**src/rtl/branch_ctrl.sv**
```systemverilog
// Branch-resolution sequencer for the ID stage: decodes conditional branches from comparator
// flags, sequences operand-wait stalls, redirects fetch and marks the delay slot.
module branch_ctrl #(
    parameter int unsigned CNT_W    = 32,
    parameter int unsigned MAX_WAIT = 3
) (
    input  logic             clk_i,
    input  logic             reset_i,
    input  logic             br_valid_i,
    input  logic [2:0]       br_type_i,
    input  logic [2:0]       cmp_rst_i,
    input  logic             opnd_ready_i,
    input  logic             id_stall_i,
    input  logic             exc_flush_i,
    input  logic [31:0]      pc_id_i,
    input  logic [15:0]      imm16_i,
    output logic             br_stall_o,
    output logic             npc_redirect_o,
    output logic [31:0]      npc_target_o,
    output logic             bd_flag_o,
    output logic             wait_err_o,
    output logic [CNT_W-1:0] br_cnt_o,
    output logic [CNT_W-1:0] taken_cnt_o
);

    localparam int unsigned WaitW = $clog2(MAX_WAIT + 2);
    localparam logic [WaitW-1:0] WaitSat = WaitW'(MAX_WAIT + 1);
    localparam logic [WaitW-1:0] WaitLim = WaitW'(MAX_WAIT);

    typedef enum logic [1:0] {StIdle, StWait, StDslot} state_e;

    state_e           state_q, state_d;
    logic [WaitW-1:0] wait_cnt_q, wait_cnt_d;
    logic [WaitW-1:0] wait_inc;
    logic             wait_err_q, wait_err_d;
    logic [CNT_W-1:0] br_cnt_q, br_cnt_d;
    logic [CNT_W-1:0] taken_cnt_q, taken_cnt_d;
    logic             taken;
    logic             start;
    logic             resolve;
    logic             br_stall;
    logic             npc_redirect;

    assign npc_target_o = pc_id_i + 32'd4 + {{14{imm16_i[15]}}, imm16_i, 2'b00};

    always_comb begin
        case (br_type_i)
            3'd0:    taken = cmp_rst_i[0];
            3'd1:    taken = ~cmp_rst_i[0];
            3'd2:    taken = cmp_rst_i[1];
            3'd3:    taken = ~cmp_rst_i[1];
            3'd4:    taken = ~cmp_rst_i[1] | cmp_rst_i[2];
            3'd5:    taken = cmp_rst_i[1] & ~cmp_rst_i[2];
            default: taken = 1'b0;
        endcase
    end

    assign wait_inc = (wait_cnt_q == WaitSat) ? WaitSat : wait_cnt_q + 1'b1;

    always_comb begin
        state_d      = state_q;
        wait_cnt_d   = wait_cnt_q;
        wait_err_d   = wait_err_q;
        br_stall     = 1'b0;
        npc_redirect = 1'b0;
        resolve      = 1'b0;
        start        = 1'b0;

        unique case (state_q)
            StIdle: start = 1'b1;
            StWait: begin
                if (!br_valid_i) begin
                    // Branch vanished while waiting: abandon it without resolving.
                    state_d    = StIdle;
                    wait_cnt_d = '0;
                end else if (opnd_ready_i) begin
                    resolve = ~id_stall_i;
                end else begin
                    br_stall   = 1'b1;
                    wait_cnt_d = wait_inc;
                    if (wait_inc > WaitLim) begin
                        wait_err_d = 1'b1;
                    end
                end
            end
            StDslot: begin
                if (!id_stall_i) begin
                    state_d = StIdle;
                    start   = 1'b1;
                end
            end
            default: state_d = StIdle;
        endcase

        // A fresh branch (from idle or sitting in the delay slot) either resolves or starts waiting.
        if (start && br_valid_i && !id_stall_i) begin
            if (opnd_ready_i) begin
                resolve = 1'b1;
            end else begin
                br_stall   = 1'b1;
                state_d    = StWait;
                wait_cnt_d = WaitW'(1);
            end
        end

        if (resolve) begin
            state_d      = StDslot;
            wait_cnt_d   = '0;
            npc_redirect = taken;
        end

        if (exc_flush_i || reset_i) begin
            state_d      = StIdle;
            wait_cnt_d   = '0;
            br_stall     = 1'b0;
            npc_redirect = 1'b0;
            resolve      = 1'b0;
        end

        br_cnt_d    = resolve ? br_cnt_q + 1'b1 : br_cnt_q;
        taken_cnt_d = (resolve && taken) ? taken_cnt_q + 1'b1 : taken_cnt_q;
    end

    always_ff @(posedge clk_i) begin
        if (reset_i) begin
            state_q     <= StIdle;
            wait_cnt_q  <= '0;
            wait_err_q  <= 1'b0;
            br_cnt_q    <= '0;
            taken_cnt_q <= '0;
        end else begin
            state_q     <= state_d;
            wait_cnt_q  <= wait_cnt_d;
            wait_err_q  <= wait_err_d;
            br_cnt_q    <= br_cnt_d;
            taken_cnt_q <= taken_cnt_d;
        end
    end

    assign br_stall_o     = br_stall;
    assign npc_redirect_o = npc_redirect;
    assign bd_flag_o      = (state_q == StDslot);
    assign wait_err_o     = wait_err_q;
    assign br_cnt_o       = br_cnt_q;
    assign taken_cnt_o    = taken_cnt_q;

endmodule

```
**config.mk**
```make
export PLATFORM = sky130hd
export DESIGN_NAME = branch_ctrl
export DESIGN_NICKNAME = d
export VERILOG_FILES = /design/src/rtl/branch_ctrl.sv
export SDC_FILE = /design/constraint.sdc
export NUM_CORES = 1
export LEC_CHECK = 0
export CAP_MARGIN = 0
export CELL_PAD_IN_SITES_DETAIL_PLACEMENT = 2
export CELL_PAD_IN_SITES_GLOBAL_PLACEMENT = 2
export CORE_MARGIN = 2
export CORE_UTILIZATION = 29
export CTS_BUF_LIST = sky130_fd_sc_hd__clkbuf_8 sky130_fd_sc_hd__clkbuf_16
export CTS_CLUSTER_SIZE = 8
export DETAILED_ROUTE_END_ITERATION = 8
export PLACE_DENSITY_LB_ADDON = 0.1
export SYNTH_ARGS = -nofsm -noshare
export SYNTH_HDL_FRONTEND = slang
export SYNTH_SLANG_ARGS = --single-unit
```
**constraint.sdc**
```tcl
create_clock -name clk_i -period 9.4 [get_ports clk_i]
set_clock_uncertainty 0.15 [all_clocks]
set_input_delay 2.82 -clock clk_i [delete_from_list [all_inputs] [get_ports clk_i]]
set_output_delay 2.82 -clock clk_i [all_outputs]
set_load 0.005 [all_outputs]
```
==> results.txt <==
----------------------------------------------------
[Status]
  Run status ... finished, final reports clean

[Clock network]
  Number of clock sinks ... 70
  Worst-skew pair later-pin latency ... 340 ps
  Register clock-pin slew on the reported worst setup and hold paths ... 60 ps
  Buffers from clock root to sink, at most ... 2
  Post-CTS Setup Bufs ... 0
  TritonCTS clock tree ... built
  Master cell of the clock root buffer ... clkbuf_16
  Clock H-tree levels ... 3
  Num CTS Buffers ... 9

[Setup path]
  Element type at the critical path start ... input pin
  Worst setup path category ... in -> out
  Arrival time at the worst endpoint ... 6160 ps
  Slack of the worst reg-to-reg path ... 6670 ps
  Reg2Reg Launch Point ... taken_cnt_o[3]$_SDFFE_PP0P_
  Largest fanout on the critical path ... 4
  Worst Setup End Kind ... output pin
  Depth of the worst register-to-register path ... 6
  Worst reg2reg endpoint ... taken_cnt_o[27]$_SDFFE_PP0P_
  Required time at the worst-slack endpoint ... 6430 ps

[STA]
  Worst Hold Margin ... 332 ps
  Worst setup margin ... 269 ps
  Slew @ Worst Pin ... 1060 ps
  Headroom to the max-slew limit ... 29.5%
  Minimum clock period ... 9130 ps
  Timing-limited maximum frequency ... 110 MHz
  Final hold violation count ... 0
  Number of pins exceeding their max-slew limit in the final report ... 0
  Sum of negative setup slack ... 0 ps
  Post-route clock period utilization ... 97.1%
  Final-report setup violation count ... 0
  RSZ-0062 raised after global routing ... no

[Global routing]
  First-pass GRT wire length ... 31800 um
  Number of antenna violations at the first check in global routing ... 0
  Number of global-route vias before repair ... 6366
  GRT Residual Overflow ... 0
  Maximum number of pins on one net before global-route repair ... 70
  Total routing resource utilization after global routing ... 19.2%

[Placed design]
  Placer congestion estimate ... 0.818
  Setup WS pre-CTS ... 64.5 ps
  DP Wirelength ... 15100 um
  Port bufs ... 155
  Cell area reported after detailed placement ... 7260 um2

[Yosys]
  Number of different library cells in the post-synthesis netlist ... 65
  Synthesized flop and latch total ... 70
  Count of warnings emitted by yosys ... 0
  Proportion of register bits with asynchronous set or reset after synthesis ... 0%
  Count of mapped cells out of synthesis ... 693
  Post-synth top flop ... dfxtp_1
  Count of flip-flops with a built-in enable after synthesis ... 0
  Net count after synthesis ... 816
  Netlist area before placement ... 5470 um2
  Seq/Total Area, Yosys ... 25.6%
  Avg Inst Size Synth ... 7.89 um2

[Routing]
  Total Wirelength ... 19100 um
  Residual antenna-violating net count after detailed routing ... 0
  Vias post-DR ... 5807
  Detailed-routing iteration count for the pre-antenna-repair pass ... 4
  Remaining DRCs ... 0
  Detailed-route wire length per cell ... 17.6 um
  Starting DRC count in detailed routing ... 127
  Detail-routed via count per cell ... 5.36

[Pwr]
  Largest vdd supply drop ... 83.3 uV
  Fraction of power spent switching nets ... 29.2%
  Sequential fraction of design power ... 30.6%
  Internal portion of total power ... 689 uW
  Leakage power summed over all cells ... 0.00278 uW
  Net switching power ... 284 uW
  Combinational share of power ... 31.1%
  Power density of the placed cells ... 128 nW/um2
  Fraction of power consumed by the clock network ... 38.3%

[Worst hold path]
  WHS Endpoint ... wait_err_o$_SDFFE_PP0P_
  Worst hold path startpoint ... wait_err_o$_SDFFE_PP0P_
  Hold path depth ... 2
  Min-Delay Path Class ... reg -> reg

[Floorplanning]
  Starting density of the core ... 29.4%
  I/O pins ... 160
  Die Area ... 20000 um2
  Core ar. ... 18600 um2
  Chip width ... 141 um
  Height of the die ... 141 um
  Placement row count ... 50

[Layout]
  ANT cells ... 0
  Share of layout cells above drive strength 1 ... 4.48%
  Final instance area ... 7600 um2
  Area overhead of the layout relative to synthesis ... 38.9%
  Filler cells ... 2088
  # nets final ... 967

[Job]
  Max-capacitance violation count ... 0

----------------------------------------------------
critical path, stage by stage:
cell and delay, ps:
clkdlybuf4s50_1 420, ha_1 300, ha_1 240, fa_1 450, a211oi_2 300, o211ai_1 150, a41o_1 300, a311oi_2 310
o21ai_0 170, xor2_1 170, clkdlybuf4s50_1 530
layout by cell type, fill, tap and decap left out, drive strengths merged, types with 29 or more instances in the layout:
cell type      count
dfxtp             70
inv               29
ha                62
clkdlybuf4s50    154
nand2             47
xnor2             37
a21oi             57
nand3             32
nor2              72
o21ai             51
state kept, by name, summed over array words and instances, names as in the netlist:
name	flops
wait_cnt_q	3
wait_err_o	1
br_cnt_o	32
taken_cnt_o	32
state_q	2
repair_timing:
action | in CTS | in global routing
setup endpoints to repair | 0 | 2
resized for setup | 0 | 2
hold buffers | 0 | 0
power by group through the flow:
| stage | Sequential, uW | Clock, uW | Combinational [uW] |
|---|---|---|---|
| final | 298 | 373 | 302 |
| after global placement | 304 | 0 | 289 |
| after floorplan | 304 | 0 | 156 |
| after detailed placement | 304 | 0 | 304 |
| after global routing | 298 | 398 | 333 |
| after CTS | 298 | 384 | 305 |
Yosys cell counts (2+ instances only):
library cell | number | share of area (%)
a311o_1 | 4 | 0.73
nand4_1 | 15 | 1.7
nor4_1 | 12 | 1.4
o2111ai_1 | 5 | 0.80
nor3_1 | 16 | 1.5
buf_2 | 4 | 0.37
a211oi_1 | 8 | 1.1
nand3_1 | 32 | 2.9
o21ai_1 | 2 | 0.18
nand3b_1 | 2 | 0.27
o31ai_1 | 6 | 0.82
mux2i_1 | 2 | 0.37
a21o_1 | 9 | 1.2
inv_1 | 29 | 2.0
o211ai_1 | 4 | 0.55
a311oi_1 | 2 | 0.32
buf_4 | 2 | 0.27
or4_1 | 6 | 0.82
a211o_1 | 2 | 0.32
a2111oi_0 | 3 | 0.48
nand2b_1 | 11 | 1.3
clkbuf_1 | 15 | 1.0
a21oi_1 | 56 | 5.1
o21a_1 | 3 | 0.41
a21bo_2 | 2 | 0.37
and3_1 | 9 | 1.0
or3_1 | 22 | 2.5
or2_2 | 2 | 0.23
a31o_2 | 3 | 0.48
nor2b_1 | 5 | 0.57
dfxtp_1 | 70 | 26
ha_1 | 62 | 14
and2_1 | 9 | 1.0
and4_1 | 7 | 1.1
a31oi_1 | 3 | 0.34
xnor2_1 | 37 | 5.9
nor2_1 | 71 | 4.9
nand2_1 | 47 | 3.2
o21ai_0 | 49 | 4.5
xor2_1 | 20 | 3.2
logic make-up (layout without fill, tap and decap cells):
family          after synthesis  after routing  share of synthesized area (%)
buf+inv                      50            206                           3.66
fa+ha+maj                    63             63                           14.5
flops                        70             70                           25.6
xor+xnor                     57             57                           9.13
simple gates                273            273                           25.8
compound gates              175            175                           20.2
mux                           5              5                           1.05
routing by layer:
metal	global-route usage (%)	part of all wire [%]	vias up	routed length, um
met5	0	0	-	0
met3	2.63	2.9	22	556
met1	22.2	43	2831	8300
li1	-	-	2847	-
met2	36.8	52	107	9870
met4	5.53	1.9	0	369
worst max-delay path by stage:
stage	start	endpoint	cells past startpoint
finish	pc_id_i[3]	npc_target_o[25]	11
global route	pc_id_i[3]	npc_target_o[25]	11
CTS	pc_id_i[3]	npc_target_o[25]	11
detailed placement	pc_id_i[3]	npc_target_o[25]	11
global placement	pc_id_i[3]	npc_target_o[25]	11
floorplan	pc_id_i[3]	npc_target_o[25]	9
final cells by class:
cell class | instances | area (um2) | share of cell area [%]
clock buffer | 9 | 225 | 2.96
multi-input combinational | 573 | 3880 | 51.1
tap | 234 | 293 | 3.85
timing repair buffer | 161 | 1590 | 20.9
clock inverter | 7 | 98.8 | 1.30
inverter | 29 | 109 | 1.43
sequential | 70 | 1400 | 18.4
per-stage QoR:
step                util [%]  cells  power, uW
floorplan                  -    693        460
global placement        39.1   1067        593
detailed placement      39.1   1067        608
CTS                     40.8   1083        987
global route            40.9   1083       1030
finish                  40.9   1083        973
Power figures use the tool's default switching activity.
